## config.mk

```make
export PLATFORM = sky130hd
export DESIGN_NAME = hazard_ctrl_unit_flat
export DESIGN_NICKNAME = d
export VERILOG_FILES = /design/src/rtl/hazard_ctrl_if.sv /design/src/rtl/hazard_ctrl_unit.sv /design/src/flat_wrapper.sv
export SDC_FILE = /design/constraint.sdc
export NUM_CORES = 1
export LEC_CHECK = 0
export CAP_MARGIN = 20
export CORE_MARGIN = 4
export CORE_UTILIZATION = 40
export CTS_CLUSTER_DIAMETER = 150
export DETAILED_ROUTE_END_ITERATION = 8
export MAX_ROUTING_LAYER = met4
export PLACE_DENSITY_LB_ADDON = 0.12
export SYNTH_ARGS = -nofsm -noshare
export SYNTH_HDL_FRONTEND = slang
export SYNTH_SLANG_ARGS = --single-unit
```

## constraint.sdc

```tcl
create_clock -name i_clk -period 5.6 [get_ports i_clk]
set_input_delay 1.68 -clock i_clk [delete_from_list [all_inputs] [get_ports i_clk]]
set_output_delay 1.68 -clock i_clk [all_outputs]
set_load 0.05 [all_outputs]
```

## src/rtl/hazard_ctrl_if.sv

```systemverilog
// Pipeline <-> hazard unit bundle: stage instruction words and write flags in,
// stage reset/enable controls, forwarding selects and status out.
interface hazard_ctrl_if #(
    parameter int unsigned CNT_W = 32
);
    logic [31:0]      instr_id;
    logic [31:0]      instr_ex;
    logic [31:0]      instr_mem;
    logic [31:0]      instr_wb;
    logic             rd_wren_ex;
    logic             rd_wren_mem;
    logic             rd_wren_wb;
    logic             mem_rd_ex;
    logic             pc_sel_ex;
    logic             i_mem_stall;
    logic             i_reset_pc;
    logic             i_reset_if;
    logic             i_reset_id;
    logic             i_reset_ex;
    logic             i_reset_mem;
    logic             i_enable_pc;
    logic             i_enable_if;
    logic             i_enable_id;
    logic             i_enable_ex;
    logic             i_enable_mem;
    logic [1:0]       o_fwd_a_sel;
    logic [1:0]       o_fwd_b_sel;
    logic [1:0]       o_state;
    logic [CNT_W-1:0] o_stall_cnt;
    logic [CNT_W-1:0] o_flush_cnt;
    logic             o_deadlock;
    logic             data_hazard_debug;

    modport master (
        output instr_id, instr_ex, instr_mem, instr_wb,
        output rd_wren_ex, rd_wren_mem, rd_wren_wb,
        output mem_rd_ex, pc_sel_ex, i_mem_stall,
        input  i_reset_pc, i_reset_if, i_reset_id, i_reset_ex, i_reset_mem,
        input  i_enable_pc, i_enable_if, i_enable_id, i_enable_ex, i_enable_mem,
        input  o_fwd_a_sel, o_fwd_b_sel, o_state,
        input  o_stall_cnt, o_flush_cnt, o_deadlock, data_hazard_debug
    );

    modport slave (
        input  instr_id, instr_ex, instr_mem, instr_wb,
        input  rd_wren_ex, rd_wren_mem, rd_wren_wb,
        input  mem_rd_ex, pc_sel_ex, i_mem_stall,
        output i_reset_pc, i_reset_if, i_reset_id, i_reset_ex, i_reset_mem,
        output i_enable_pc, i_enable_if, i_enable_id, i_enable_ex, i_enable_mem,
        output o_fwd_a_sel, o_fwd_b_sel, o_state,
        output o_stall_cnt, o_flush_cnt, o_deadlock, data_hazard_debug
    );
endinterface

```

## src/rtl/hazard_ctrl_unit.sv

```systemverilog
// Hazard unit for the 5-stage RV32I pipeline: RAW detection on the ID
// instruction, prioritised stall/flush controls, operand forwarding selects,
// stall watchdog and saturating performance counters.
module hazard_ctrl_unit #(
    parameter int unsigned FWD_EN        = 0,
    parameter int unsigned CNT_W         = 32,
    parameter int unsigned STALL_TIMEOUT = 64
) (
    input logic           i_clk,
    input logic           i_reset,
    hazard_ctrl_if.slave  bus
);
    localparam int unsigned RUN_W = $clog2(STALL_TIMEOUT + 1);

    localparam logic [6:0] OP_LUI    = 7'b0110111;
    localparam logic [6:0] OP_AUIPC  = 7'b0010111;
    localparam logic [6:0] OP_JAL    = 7'b1101111;
    localparam logic [6:0] OP_RTYPE  = 7'b0110011;
    localparam logic [6:0] OP_STORE  = 7'b0100011;
    localparam logic [6:0] OP_BRANCH = 7'b1100011;

    typedef enum logic [1:0] {
        ST_RUN      = 2'b00,
        ST_STALL    = 2'b01,
        ST_FLUSH    = 2'b10,
        ST_MEM_WAIT = 2'b11
    } state_t;

    state_t           state;
    state_t           next_state;
    logic [CNT_W-1:0] stall_cnt;
    logic [CNT_W-1:0] flush_cnt;
    logic [RUN_W-1:0] run_cnt;
    logic             deadlock;

    logic [6:0] op_id;
    logic [4:0] rs1_id;
    logic [4:0] rs2_id;
    logic [4:0] rd_ex;
    logic [4:0] rd_mem;
    logic [4:0] rd_wb;
    logic       rs1_used;
    logic       rs2_used;
    logic       hit_a_ex, hit_a_mem, hit_a_wb;
    logic       hit_b_ex, hit_b_mem, hit_b_wb;
    logic       raw_hazard;
    logic [1:0] fwd_a_pick;
    logic [1:0] fwd_b_pick;

    logic       rst_pc, rst_if, rst_id, rst_ex, rst_mem;
    logic       en_pc, en_if, en_id, en_ex, en_mem;
    logic [1:0] fwd_a, fwd_b;

    logic       unused_bits;

    // A producer with rd == x0 never creates a dependency.
    function automatic logic src_hit(input logic used, input logic [4:0] rs,
                                     input logic wren, input logic [4:0] rd);
        return used && wren && (rd != 5'd0) && (rs == rd);
    endfunction

    // Youngest producer wins so the most recent value of the register is used.
    function automatic logic [1:0] pick_src(input logic ex, input logic mem, input logic wb);
        if (ex)       return 2'b01;
        else if (mem) return 2'b10;
        else if (wb)  return 2'b11;
        else          return 2'b00;
    endfunction

    assign op_id  = bus.instr_id[6:0];
    assign rs1_id = bus.instr_id[19:15];
    assign rs2_id = bus.instr_id[24:20];
    assign rd_ex  = bus.instr_ex[11:7];
    assign rd_mem = bus.instr_mem[11:7];
    assign rd_wb  = bus.instr_wb[11:7];

    assign unused_bits = ^{bus.instr_id[31:25], bus.instr_id[14:12],
                           bus.instr_ex[31:12], bus.instr_ex[6:0],
                           bus.instr_mem[31:12], bus.instr_mem[6:0],
                           bus.instr_wb[31:12], bus.instr_wb[6:0]};

    // Decode source-register usage of ID and detect RAW / forwarding sources.
    always_comb begin
        rs1_used  = !((op_id == OP_LUI) || (op_id == OP_AUIPC) || (op_id == OP_JAL));
        rs2_used  = (op_id == OP_RTYPE) || (op_id == OP_STORE) || (op_id == OP_BRANCH);
        hit_a_ex  = src_hit(rs1_used, rs1_id, bus.rd_wren_ex,  rd_ex);
        hit_a_mem = src_hit(rs1_used, rs1_id, bus.rd_wren_mem, rd_mem);
        hit_a_wb  = src_hit(rs1_used, rs1_id, bus.rd_wren_wb,  rd_wb);
        hit_b_ex  = src_hit(rs2_used, rs2_id, bus.rd_wren_ex,  rd_ex);
        hit_b_mem = src_hit(rs2_used, rs2_id, bus.rd_wren_mem, rd_mem);
        hit_b_wb  = src_hit(rs2_used, rs2_id, bus.rd_wren_wb,  rd_wb);
        raw_hazard = 1'b0;
        fwd_a_pick = 2'b00;
        fwd_b_pick = 2'b00;
        if (FWD_EN == 0) begin
            raw_hazard = hit_a_ex | hit_a_mem | hit_a_wb | hit_b_ex | hit_b_mem | hit_b_wb;
        end else begin
            raw_hazard = bus.mem_rd_ex && (hit_a_ex || hit_b_ex);
            fwd_a_pick = pick_src(hit_a_ex, hit_a_mem, hit_a_wb);
            fwd_b_pick = pick_src(hit_b_ex, hit_b_mem, hit_b_wb);
        end
    end

    // Prioritised stage controls; the action taken is also the next FSM state.
    always_comb begin
        rst_pc     = i_reset;
        rst_if     = i_reset;
        rst_id     = i_reset;
        rst_ex     = i_reset;
        rst_mem    = i_reset;
        en_pc      = 1'b1;
        en_if      = 1'b1;
        en_id      = 1'b1;
        en_ex      = 1'b1;
        en_mem     = 1'b1;
        fwd_a      = 2'b00;
        fwd_b      = 2'b00;
        next_state = ST_RUN;
        if (i_reset) begin
            fwd_a = fwd_a_pick;
            fwd_b = fwd_b_pick;
            if (bus.i_mem_stall) begin
                en_pc      = 1'b0;
                en_if      = 1'b0;
                en_id      = 1'b0;
                en_ex      = 1'b0;
                en_mem     = 1'b0;
                next_state = ST_MEM_WAIT;
            end else if (bus.pc_sel_ex) begin
                rst_if     = 1'b0;
                rst_id     = 1'b0;
                next_state = ST_FLUSH;
            end else if (raw_hazard) begin
                en_pc      = 1'b0;
                en_if      = 1'b0;
                en_id      = 1'b0;
                rst_ex     = 1'b0;
                next_state = ST_STALL;
            end else begin
                next_state = ST_RUN;
            end
        end
    end

    // FSM state register.
    always_ff @(posedge i_clk) begin
        if (!i_reset) state <= ST_RUN;
        else          state <= next_state;
    end

    // Saturating perf counters, consecutive-stall run length and sticky deadlock flag.
    always_ff @(posedge i_clk) begin
        if (!i_reset) begin
            stall_cnt <= '0;
            flush_cnt <= '0;
            run_cnt   <= '0;
            deadlock  <= 1'b0;
        end else begin
            if ((next_state == ST_STALL) && (stall_cnt != '1))
                stall_cnt <= stall_cnt + CNT_W'(1);
            if ((next_state == ST_FLUSH) && (flush_cnt != '1))
                flush_cnt <= flush_cnt + CNT_W'(1);
            case (next_state)
                ST_STALL: begin
                    if (run_cnt < RUN_W'(STALL_TIMEOUT))
                        run_cnt <= run_cnt + RUN_W'(1);
                    if (run_cnt >= RUN_W'(STALL_TIMEOUT - 1))
                        deadlock <= 1'b1;
                end
                ST_MEM_WAIT: run_cnt <= run_cnt;
                default:     run_cnt <= '0;
            endcase
        end
    end

    assign bus.i_reset_pc        = rst_pc;
    assign bus.i_reset_if        = rst_if;
    assign bus.i_reset_id        = rst_id;
    assign bus.i_reset_ex        = rst_ex;
    assign bus.i_reset_mem       = rst_mem;
    assign bus.i_enable_pc       = en_pc;
    assign bus.i_enable_if       = en_if;
    assign bus.i_enable_id       = en_id;
    assign bus.i_enable_ex       = en_ex;
    assign bus.i_enable_mem      = en_mem;
    assign bus.o_fwd_a_sel       = fwd_a;
    assign bus.o_fwd_b_sel       = fwd_b;
    assign bus.o_state           = state;
    assign bus.o_stall_cnt       = stall_cnt;
    assign bus.o_flush_cnt       = flush_cnt;
    assign bus.o_deadlock        = deadlock;
    assign bus.data_hazard_debug = raw_hazard;
endmodule

```

## src/flat_wrapper.sv

```systemverilog
// flat-port wrapper written by rule: the top's interface ports become plain ports
module hazard_ctrl_unit_flat 
#(
    parameter int unsigned FWD_EN        = 0,
    parameter int unsigned CNT_W         = 32,
    parameter int unsigned STALL_TIMEOUT = 64
)
  (i_clk, i_reset, bus_instr_id, bus_instr_ex, bus_instr_mem, bus_instr_wb, bus_rd_wren_ex, bus_rd_wren_mem, bus_rd_wren_wb, bus_mem_rd_ex, bus_pc_sel_ex, bus_i_mem_stall, bus_i_reset_pc, bus_i_reset_if, bus_i_reset_id, bus_i_reset_ex, bus_i_reset_mem, bus_i_enable_pc, bus_i_enable_if, bus_i_enable_id, bus_i_enable_ex, bus_i_enable_mem, bus_o_fwd_a_sel, bus_o_fwd_b_sel, bus_o_state, bus_o_stall_cnt, bus_o_flush_cnt, bus_o_deadlock, bus_data_hazard_debug);
  hazard_ctrl_if #(.CNT_W(CNT_W)) bus_i ();
  input logic i_clk;
  input logic i_reset;
  input wire logic [$bits(bus_i.instr_id)-1:0] bus_instr_id;
  input wire logic [$bits(bus_i.instr_ex)-1:0] bus_instr_ex;
  input wire logic [$bits(bus_i.instr_mem)-1:0] bus_instr_mem;
  input wire logic [$bits(bus_i.instr_wb)-1:0] bus_instr_wb;
  input wire logic [$bits(bus_i.rd_wren_ex)-1:0] bus_rd_wren_ex;
  input wire logic [$bits(bus_i.rd_wren_mem)-1:0] bus_rd_wren_mem;
  input wire logic [$bits(bus_i.rd_wren_wb)-1:0] bus_rd_wren_wb;
  input wire logic [$bits(bus_i.mem_rd_ex)-1:0] bus_mem_rd_ex;
  input wire logic [$bits(bus_i.pc_sel_ex)-1:0] bus_pc_sel_ex;
  input wire logic [$bits(bus_i.i_mem_stall)-1:0] bus_i_mem_stall;
  output wire logic [$bits(bus_i.i_reset_pc)-1:0] bus_i_reset_pc;
  output wire logic [$bits(bus_i.i_reset_if)-1:0] bus_i_reset_if;
  output wire logic [$bits(bus_i.i_reset_id)-1:0] bus_i_reset_id;
  output wire logic [$bits(bus_i.i_reset_ex)-1:0] bus_i_reset_ex;
  output wire logic [$bits(bus_i.i_reset_mem)-1:0] bus_i_reset_mem;
  output wire logic [$bits(bus_i.i_enable_pc)-1:0] bus_i_enable_pc;
  output wire logic [$bits(bus_i.i_enable_if)-1:0] bus_i_enable_if;
  output wire logic [$bits(bus_i.i_enable_id)-1:0] bus_i_enable_id;
  output wire logic [$bits(bus_i.i_enable_ex)-1:0] bus_i_enable_ex;
  output wire logic [$bits(bus_i.i_enable_mem)-1:0] bus_i_enable_mem;
  output wire logic [$bits(bus_i.o_fwd_a_sel)-1:0] bus_o_fwd_a_sel;
  output wire logic [$bits(bus_i.o_fwd_b_sel)-1:0] bus_o_fwd_b_sel;
  output wire logic [$bits(bus_i.o_state)-1:0] bus_o_state;
  output wire logic [$bits(bus_i.o_stall_cnt)-1:0] bus_o_stall_cnt;
  output wire logic [$bits(bus_i.o_flush_cnt)-1:0] bus_o_flush_cnt;
  output wire logic [$bits(bus_i.o_deadlock)-1:0] bus_o_deadlock;
  output wire logic [$bits(bus_i.data_hazard_debug)-1:0] bus_data_hazard_debug;
  assign bus_i.instr_id = bus_instr_id;
  assign bus_i.instr_ex = bus_instr_ex;
  assign bus_i.instr_mem = bus_instr_mem;
  assign bus_i.instr_wb = bus_instr_wb;
  assign bus_i.rd_wren_ex = bus_rd_wren_ex;
  assign bus_i.rd_wren_mem = bus_rd_wren_mem;
  assign bus_i.rd_wren_wb = bus_rd_wren_wb;
  assign bus_i.mem_rd_ex = bus_mem_rd_ex;
  assign bus_i.pc_sel_ex = bus_pc_sel_ex;
  assign bus_i.i_mem_stall = bus_i_mem_stall;
  assign bus_i_reset_pc = bus_i.i_reset_pc;
  assign bus_i_reset_if = bus_i.i_reset_if;
  assign bus_i_reset_id = bus_i.i_reset_id;
  assign bus_i_reset_ex = bus_i.i_reset_ex;
  assign bus_i_reset_mem = bus_i.i_reset_mem;
  assign bus_i_enable_pc = bus_i.i_enable_pc;
  assign bus_i_enable_if = bus_i.i_enable_if;
  assign bus_i_enable_id = bus_i.i_enable_id;
  assign bus_i_enable_ex = bus_i.i_enable_ex;
  assign bus_i_enable_mem = bus_i.i_enable_mem;
  assign bus_o_fwd_a_sel = bus_i.o_fwd_a_sel;
  assign bus_o_fwd_b_sel = bus_i.o_fwd_b_sel;
  assign bus_o_state = bus_i.o_state;
  assign bus_o_stall_cnt = bus_i.o_stall_cnt;
  assign bus_o_flush_cnt = bus_i.o_flush_cnt;
  assign bus_o_deadlock = bus_i.o_deadlock;
  assign bus_data_hazard_debug = bus_i.data_hazard_debug;
  hazard_ctrl_unit #(.FWD_EN(FWD_EN), .CNT_W(CNT_W), .STALL_TIMEOUT(STALL_TIMEOUT)) u_core (.i_clk(i_clk), .i_reset(i_reset), .bus(bus_i));
endmodule
```

Word level (Yosys, flattened, before mapping). Index checks and enable logic that the tools add are counted.

Word-level logic and storage cells: 81. Register bits after elaboration: 74.

Eq/ne operators: 18. Reduce and logical (&&, ||, !) cells: 30. Bitwise logic cells: 6. $lt $le $gt $ge: 2. Muxes and demuxes: 17. Add/subtract/negate cells: 3.

Operator list (number): 32-bit by 1-bit adder with 32-bit output (second input constant) (2); 32-bit inequality test (second input constant) (2); 5-bit equality test (6); 7-bit by 6-bit equality test with 1-bit output (second input constant) (3); 1-bit logical AND (20); 5-bit nonzero test (3); 7-bit equality test (second input constant) (2); 7-bit case mux with 2 select lines (1); 1-bit two-way mux (12); 7-bit by 1-bit adder with 7-bit output (second input constant) (1); 7-bit by 5-bit equality test with 1-bit output (second input constant) (1); 7-bit by 6-bit greater-or-equal comparator with 1-bit output (second input constant) (1); 7-bit < comparator (second input constant) (1); 7-bit two-way mux (1); 2-bit two-way mux (3); 1-bit OR (5); 2-bit equality test (second input constant) (2); 1-bit logical OR (4); 2-bit AND reduction (2); 2-bit by 1-bit equality test with 1-bit output (second input constant) (1); 2-bit inequality test (second input constant) (1); 1-bit logical NOT (1); 1-bit NOT (1).

Longest topological paths before layout. Gate-level depths: netlist (run 1).

Word-level depth: 19. Gate-level depth with buffers: 9.

Least setup slack after synthesis (run 1). OpenSTA, ideal clock, no wires.

Path kind: input-to-output. Start point: in bus_instr_mem[8]. End point: out bus_i_reset_ex. Setup slack: -0.259 ns. Buffers on the path: 0. Stages on the path: 6. Required time: 3.920 ns. Arrival time: 4.179 ns. Cell sequence: or4_1 -> o21ai_0 -> nor4_1 -> o31ai_1 -> nand2_1 -> a21oi_1.

Longest elaborated chain between the ends: 12. Elaborated cells on any way between the ends: 16. Classes of those cells: 2 x eq/ne; 4 x mux; 5 x bitwise; 5 x reduce/logical.

Ends and longest elaborated chain: start: declaration (line flat_wrapper.sv:14) `input wire logic [$bits(bus_i.instr_mem)-1:0] bus_instr_mem;`; 5-bit nonzero test (line hazard_ctrl_unit.sv:59) `return used && wren && (rd != 5'd0) && (rs == rd);`; 1-bit logical AND (2 in a row) (line hazard_ctrl_unit.sv:59); 1-bit OR (3 in a row) (line hazard_ctrl_unit.sv:96) `raw_hazard = hit_a_ex | hit_a_mem | hit_a_wb | hit_b_ex | hit_b_mem | hit_b_wb;`; 1-bit OR * (2 in a row) (line hazard_ctrl_unit.sv:96); via bus_data_hazard_debug (line flat_wrapper.sv:38) `output wire logic [$bits(bus_i.data_hazard_debug)-1:0] bus_data_hazard_debug;`; 1-bit two-way mux * (line hazard_ctrl_unit.sv:133) `end else if (raw_hazard) begin`; 1-bit two-way mux * (line hazard_ctrl_unit.sv:129) `end else if (bus.pc_sel_ex) begin`; 1-bit two-way mux * (line hazard_ctrl_unit.sv:122) `if (bus.i_mem_stall) begin`; 1-bit two-way mux * (line hazard_ctrl_unit.sv:119) `if (i_reset) begin`; end: declaration (line flat_wrapper.sv:25) `output wire logic [$bits(bus_i.i_reset_ex)-1:0] bus_i_reset_ex;`.

Mark *: on every way through the listed nets, which the timed path passes. The rest lies on a longest branch.

Worst setup path after layout (run 1).
Start point: in bus_instr_wb[8]. End point: out bus_i_enable_if.

Longest elaborated chain between the ends: 11. Elaborated cells on any way between the ends: 15. Classes of those cells: 2 x eq/ne; 4 x mux; 4 x bitwise; 5 x reduce/logical.

Ends and longest elaborated chain: start: declaration (line flat_wrapper.sv:15) `input wire logic [$bits(bus_i.instr_wb)-1:0] bus_instr_wb;`; 5-bit nonzero test (line hazard_ctrl_unit.sv:59); 1-bit logical AND (2 in a row) (line hazard_ctrl_unit.sv:59); 1-bit OR (3 in a row) (line hazard_ctrl_unit.sv:96); 1-bit OR * (line hazard_ctrl_unit.sv:96); 1-bit two-way mux * (line hazard_ctrl_unit.sv:133); 1-bit two-way mux * (line hazard_ctrl_unit.sv:129); 1-bit two-way mux * (line hazard_ctrl_unit.sv:122); 1-bit two-way mux * (line hazard_ctrl_unit.sv:119); end: declaration (line flat_wrapper.sv:28) `output wire logic [$bits(bus_i.i_enable_if)-1:0] bus_i_enable_if;`.

Mark *: on every way between the ends. The rest lies on a longest branch, timed or not.

==> metrics.md, run 1 <==
| Metric | Value |
|---|---|
| Cells taking the most area after synthesis | dfxtp_1 35%, xnor2_1 7.6%, nand2_1 4.8%, xor2_1 4.8%, mux2i_1 4.5% |
| Register-to-Register Path Depth | 9 |
| Clock Latency Late Sink | 0.35 ns |
| I/O pin cnt | 218 |
| Startpoint type of the worst setup path | primary input |
| WL/cell | 14.2 um |
| CP bufs+invs | 3 |
| Category of the worst setup path capture point | primary output |
| Number of detailed-route iterations in the first pass | 4 |
| Share of synthesized flip-flops with an asynchronous set or reset | 0% |
| Antenna viol nets, final | 0 |
| Synthesized area per cell | 8.15 um^2 |
| Total via count in the routed design | 4,136 |
| Hold Vio Cnt, Final | 0 |
| Stages on worst setup path | 9 |
| Minimum clock period | 5.50 ns |
| Cell chain of the critical path | clkdlybuf4s50_1 > or4_4 > o21ai_2 > nor4_2 > o31ai_2 > a21oi_1 > o21a_1 > inv_2 > buf_12 |
| Sequential-to-total area share from yosys stat | 34.9% |
| Internal power summed over all cells | 809 uW |
| Max Used Layer | met4 |
| Global-route usage over all layers | 18.1% |
| Slack of the critical path | 0.0979 ns |
| Sequential power share | 48.7% |
| Clk network pwr share | 37.7% |
| Yosys Warn Count | 0 |
| Die span in y | 111 um |
| Worst setup slack after placement | -0.148 ns |
| Synth top area share | 34.9% |
| Final Slew Violations | 0 |
| Number of global-route vias before repair | 3,846 |
| Master of the slowest instance on the critical path | or4_4 |
| ANT cells | 0 |
| Family with the most delay on the worst path | compound AO/OA/AOI/OAI gates |
| Worst-margin pin slew | 1.07 ns |
| Switching power of the nets | 279 uW |
| First-pass GRT wire length | 18,300 um |
| Post-Syn Instances | 520 |
| Highest attainable clock frequency | 182 MHz |
| Number of design rule violations left after detail routing | 0 |
| Aggregate routed wire length | 11,100 um |
| CTS hold repair buffers | 0 |
| Pin count of the biggest net entering global routing | 43 |
| Maximum cell stage delay along the critical path | 0.54 ns |
| Congestion Overflow GR | 0 |
| Max-Slew Margin vs Limit | 28.0% |
| Data arrival time of the worst path | 3.82 ns |
| Required time at the endpoint of the critical path | 3.92 ns |
| Final core utilization | 57.2% |
| Top cell type by total area after synthesis | dfxtp_1 |
| TritonCTS clock tree | yes |
| Effective utilization at floorplan | 41.1% |
| Count of distinct cell types in the synthesized netlist | 49 |
| Min-Delay Path Class | flip-flop to flip-flop |
| Number of antenna violations at the first check in global routing | 0 |
| Met2 WL post-DR | 5180 um |
| Final period utilization | 98.3% |
| Final Net Count | 780 |
| Post-DR vias/cell | 5.30 |
| Fraction of final layout cells sized beyond drive strength 1 | 9.92% |
| Post-DP HPWL | 8580 um |
| Std cell rows | 37 |
| Final setup viols | 0 |
| Combinational share of power | 13.7% |
| Power per unit of standard cell area | 184 mW/mm^2 |
| Number of enable flip-flop cells after synthesis | 0 |
| Netlist area before placement | 0.00424 mm^2 |
| Outcome | finished, final reports clean |
| Count of state elements after synthesis | 74 |
| Core Box Area | 0.0103 mm^2 |
| Routability-driven placement congestion ratio | 0.920 |
| Inserted Clock Buffers | 9 |
| Clock-pin slew on the worst setup and hold paths | 0.07 ns |
| Max Cap Viol | 0 |
| Width of the die | 111 um |
| Leakage dissipation | 1.98 nW |
| Class of the most critical setup path | primary input to primary output |
| PortBufs | 116 |
| Signed area change from the synthesized netlist to the final layout | 39.3% |
| Wire length on met3 | 834 um |
| Top_reg_cell synth | dfxtp_1 |
| Maximum root-to-sink buffer count | 2 |
| Total power after layout | 1.09 mW |
| WL met1 | 4960 um |
| Maximum clock skew at final layout | 0.00901 ns |
| Switching part of the total power | 25.6% |
| Cell at the root of the clock tree | clkbuf_8 |
| Die outline area | 0.0123 mm^2 |
| Largest driver fanout on the critical path | 3 |
| Number of clock sinks seen by CTS | 74 |
| Drt initial violations | 184 |
| Number of inserted filler cells in the final layout | 932 |
| Hold Path Depth | 1 |
| Peak supply drop | 115 uV |
| Deepest level of the CTS H-tree | 3 |
flip-flops by register name, summed over array words and instances, names as in the netlist:
name,count
u_core.bus.o_deadlock,1
u_core.bus.o_flush_cnt,32
u_core.bus.o_stall_cnt,32
u_core.bus.o_state,2
u_core.run_cnt,7
path summary, 6_finish.rpt:
check / from / end / slack (ns)
hold reg to reg: u_core.bus.o_deadlock / u_core.bus.o_deadlock / 0.47
setup reg to reg: u_core.bus.o_stall_cnt[0] / u_core.bus.o_stall_cnt[17] / 2.94
hold / removal: u_core.bus.o_deadlock / u_core.bus.o_deadlock / 0.47
setup / recovery: bus_instr_wb[8] / bus_i_enable_if / 0.1
final cells by class:
cell class | instances | area [um^2] | area share (%)
multi-input cells | 404 | 2620 | 44.4
flip-flops and latches | 74 | 1480 | 25.1
repair buffers | 140 | 1400 | 23.7
well taps | 136 | 170 | 2.88
clock buffers | 12 | 145 | 2.46
inverters | 12 | 45.0 | 0.763
clock inverters | 3 | 40.0 | 0.678
cells by family after synthesis:
group | share of synthesized area, %
flip-flops | 34.9
other | 0.0885
AO/OA/AOI/OAI | 9.89
AND/OR/NAND/NOR | 32.3
XOR/XNOR | 12.4
adder cells (fa/ha/maj) | 0.886
buffers and inverters | 5.02
multiplexers | 4.49
synthesized netlist by cell type (13+ instances only):
cell,number
xnor2_1,37
nand3_1,30
nor3_1,13
a21oi_1,18
o21ai_0,13
nand4_1,20
nand2_1,54
clkbuf_1,17
xor2_1,23
dfxtp_1,74
nor2_1,47
mux2i_1,19
nor4_1,19
nand2b_1,20
layer usage:
metal | up-vias | global-route usage [%]
met5 | - | -
met4 | 0 | 6.57
met3 | 14 | 4.53
met2 | 126 | 28.9
met1 | 1900 | 22.2
li1 | 2096 | -
metrics by stage:
step,area [um^2],hold WS [ns],TNS [ns],instances
global placement,5620,0.451,-0.398,765
global route,5900,0.518,-0.0534,781
CTS,5810,0.478,0,780
floorplan,4250,0.481,0,523
detailed placement,5620,0.461,-0.529,765
finish,5900,0.473,0,781
power by group through the flow:
| stage | registers (mW) | logic, mW | clock network (mW) |
|---|---|---|---|
| CTS | 0.529 | 0.145 | 0.421 |
| detailed placement | 0.541 | 0.144 | 0 |
| finish | 0.529 | 0.149 | 0.410 |
| floorplan | 0.546 | 0.0735 | 0 |
| global placement | 0.541 | 0.142 | 0 |
| global route | 0.529 | 0.159 | 0.437 |
worst register-to-register path, cell delays in order, from the launching register on:
cell and delay (ns):
dfxtp_1 0.41, ha_1 0.23, nand2_1 0.10, nor3_2 0.56, and4_1 0.47, buf_16 0.21
nand2b_1 0.24, a2111oi_0 0.12, xnor2_1 0.15, nor2_1 0.05
placed cells by master (no fill, tap or decap), types with 7 or more instances in the layout:
cell type	count
nand4_1	20
nand2b_1	20
o41ai_1	7
nor2_1	47
inv_1	10
o21ai_0	10
clkbuf_8	10
mux2i_1	19
nor3_1	13
xnor2_1	37
buf_4	24
nand2_1	54
dfxtp_1	74
o311ai_0	8
and2_1	9
a21oi_1	17
xor2_1	23
or3_1	11
nand3_1	30
nor4_1	16
clkdlybuf4s50_1	108
timing repair:
| item | in CTS | in global routing |
|---|---|---|
| pin swaps | 1 | 8 |
| gates resized for setup | 4 | 14 |
| setup endpoints to repair | 5 | 5 |
| cloned | 0 | 0 |
| setup buffers | 0 | 0 |
No activity file was read; power rests on OpenSTA's default activity.
==> inputs of run 2 (changes only) <==
--- a/config.mk
+++ b/config.mk
@@ -5,6 +5,7 @@
 export SDC_FILE = /design/constraint.sdc
 export NUM_CORES = 1
 export LEC_CHECK = 0
+export ABC_CLOCK_PERIOD_IN_PS = 5600
 export CAP_MARGIN = 20
 export CORE_MARGIN = 4
 export CORE_UTILIZATION = 40
==> results of run 2 <==
Same layout as run 1: the final DEF is identical, and so are final timing and power.
==> inputs of run 3 (changes only) <==
--- a/config.mk
+++ b/config.mk
@@ -5,7 +5,7 @@
 export SDC_FILE = /design/constraint.sdc
 export NUM_CORES = 1
 export LEC_CHECK = 0
-export ABC_CLOCK_PERIOD_IN_PS = 5600
+export ABC_CLOCK_PERIOD_IN_PS = 5250
 export CAP_MARGIN = 20
 export CORE_MARGIN = 4
 export CORE_UTILIZATION = 40
==> constraint.sdc (replaced) <==
create_clock -name i_clk -period 5.25 [get_ports i_clk]
set_input_delay 1.575 -clock i_clk [delete_from_list [all_inputs] [get_ports i_clk]]
set_output_delay 1.575 -clock i_clk [all_outputs]
set_load 0.05 [all_outputs]
==> metrics.md, run 3 (same netlist as run 1, synthesis figures left out) <==
| Metric | Value |
|---|---|
| Outcome | finished, final reports clean |
| Post-detailed-placement cell area | 0.00568 mm^2 |
| Maximum cell stage delay along the critical path | 0.55 ns |
| Post-DP HPWL | 8480 um |
| Min-Delay Path Class | flip-flop to flip-flop |
| Clock-pin slew on the worst setup and hold paths | 0.08 ns |
| Max-Slew Margin vs Limit | 38.9% |
| Final Net Count | 787 |
| Cell chain of the critical path | dlygate4sd2_1 > or4_4 > o21ai_4 > nor4_2 > o31ai_2 > buf_4 > a21oi_2 > o21a_1 > clkinvlp_4 > buf_12 |
| Highest attainable clock frequency | 194 MHz |
| Maximum root-to-sink buffer count | 2 |
| Number of clock sinks seen by CTS | 74 |
| Drt initial violations | 171 |
| Most common cell after layout, fill and taps aside | clkdlybuf4s50_1 |
| Startpoint type of the worst setup path | primary input |
| Width of the die | 111 um |
| Maximum clock skew at final layout | 0.0126 ns |
| Power per unit of standard cell area | 205 mW/mm^2 |
| Inserted Clock Buffers | 9 |
| Cell at the root of the clock tree | clkbuf_8 |
| Number of detailed-route iterations in the first pass | 4 |
| Post-DR vias/cell | 5.29 |
| Master of the slowest instance on the critical path | or4_4 |
| I/O pin cnt | 218 |
| Number of antenna violations at the first check in global routing | 0 |
| WL/cell | 14.7 um |
| TritonCTS clock tree | yes |
| Hold Vio Cnt, Final | 0 |
| Std cell rows | 37 |
| Minimum clock period | 5.14 ns |
| Data arrival time of the worst path | 3.57 ns |
| Routability-driven placement congestion ratio | 0.875 |
| Die span in y | 111 um |
| PortBufs | 116 |
| CTS hold repair buffers | 0 |
| Total via count in the routed design | 4,172 |
| Hold Path Depth | 1 |
| Register-to-Register Path Depth | 9 |
| Worst-margin pin slew | 0.908 ns |
| ANT cells | 0 |
| Final period utilization | 97.9% |
| Antenna viol nets, final | 0 |
| Peak supply drop | 196 uV |
| Deepest level of the CTS H-tree | 3 |
| Setup total negative slack | 0 ns |
| Signed area change from the synthesized netlist to the final layout | 42.7% |
| Core Box Area | 0.0103 mm^2 |
| Number of global-route vias before repair | 4,022 |
| Congestion Overflow GR | 0 |
| Pin count of the biggest net entering global routing | 49 |
| Category of the worst setup path capture point | primary output |
| Required time at the endpoint of the critical path | 3.68 ns |
| Leakage dissipation | 2.08 nW |
| Post-route design area | 0.00605 mm^2 |
| Fraction of final layout cells sized beyond drive strength 1 | 12.9% |
| Largest driver fanout on the critical path | 3 |
| Final setup viols | 0 |
| Effective utilization at floorplan | 41.1% |
| Post CTS Setup Buffer Count | 0 |
| Final Slew Violations | 0 |
| Class of the most critical setup path | primary input to primary output |
| Global-route usage over all layers | 18.8% |
| Aggregate routed wire length | 11,600 um |
| First-pass GRT wire length | 19,300 um |
| Hold Slack | 0.475 ns |
| Commonest non-fill, non-tap cells in the layout | 83 x clkdlybuf4s50_1, 74 x dfxtp_1, 54 x nand2_1 |
| Number of design rule violations left after detail routing | 0 |
| Max Cap Viol | 0 |
| Clock Latency Late Sink | 0.34 ns |
| Die outline area | 0.0123 mm^2 |
-- run 3: changes by cell type in the layout (fill, tap and decap cells not counted), moves of 3 or more --
cell	before	now
clkinvlp_4	0	3
nor4_4	1	4
nor4_1	16	13
clkdlybuf4s15_1	0	3
buf_4	24	33
dlygate4sd2_1	0	18
clkdlybuf4s50_1	108	83
-- run 3: through the flow --
| step | std cells | utilization (%) | total power, mW | setup slack, ns |
|---|---|---|---|---|
| final | 789 | 58.6 | 1.24 | 0.108 |
| after global routing | 789 | 58.6 | 1.29 | -0.0162 |
| after CTS | 788 | 57.5 | 1.25 | 0.00444 |
| after detailed placement | 772 | 55.0 | 0.737 | -0.253 |
| after global placement | 772 | 55.0 | 0.734 | -0.217 |
| after floorplan | 523 | - | 0.662 | 0.00729 |
-- run 3: critical path: cells and delay by family --
kind | cells | cell delay [ns]
buffers and inverters | 4 | 0.71
AO/OA/AOI/OAI | 4 | 0.65
AND/OR/NAND/NOR | 2 | 0.64
-- run 3: cell type report --
cell class	count	area, um^2
Inverter	12	48.8
Clock buffer	10	138
Clock inverter	6	88.8
Multi-Input combinational cell	404	2710
Fill cell	946	4270
Sequential cell	74	1480
Tap cell	136	170
Timing Repair Buffer	147	1410
-- run 3: worst paths after layout --
path                                end                      start  slack, ns
max reg2reg  u_core.bus.o_stall_cnt[17]  u_core.bus.o_stall_cnt[0]       2.37
max                     bus_i_enable_pc          bus_instr_mem[10]       0.11
min               u_core.bus.o_deadlock      u_core.bus.o_deadlock       0.47
min reg2reg       u_core.bus.o_deadlock      u_core.bus.o_deadlock       0.47
-- run 3: metal layers --
metal	global-route usage (%)	share of wire, %	routed length [um]
met1	25.4	48	5610
met2	28.9	45	5250
met3	4.48	5.5	633
met4	3.69	0.72	83
met5	-	0	0
-- run 3: repair_timing --
action | 4_1_cts | 5_1_grt
gates resized for setup | 37 | 21
cloned | 0 | 0
pin swaps | 11 | 14
setup endpoints to repair | 5 | 5
-- run 3: where the power goes --
group / leakage, nW / internal (mW) / switching [mW]
clock network: 0.109 / 0.282 / 0.228
registers: 0.597 / 0.563 / 0.00148
logic: 1.37 / 0.0695 / 0.0982
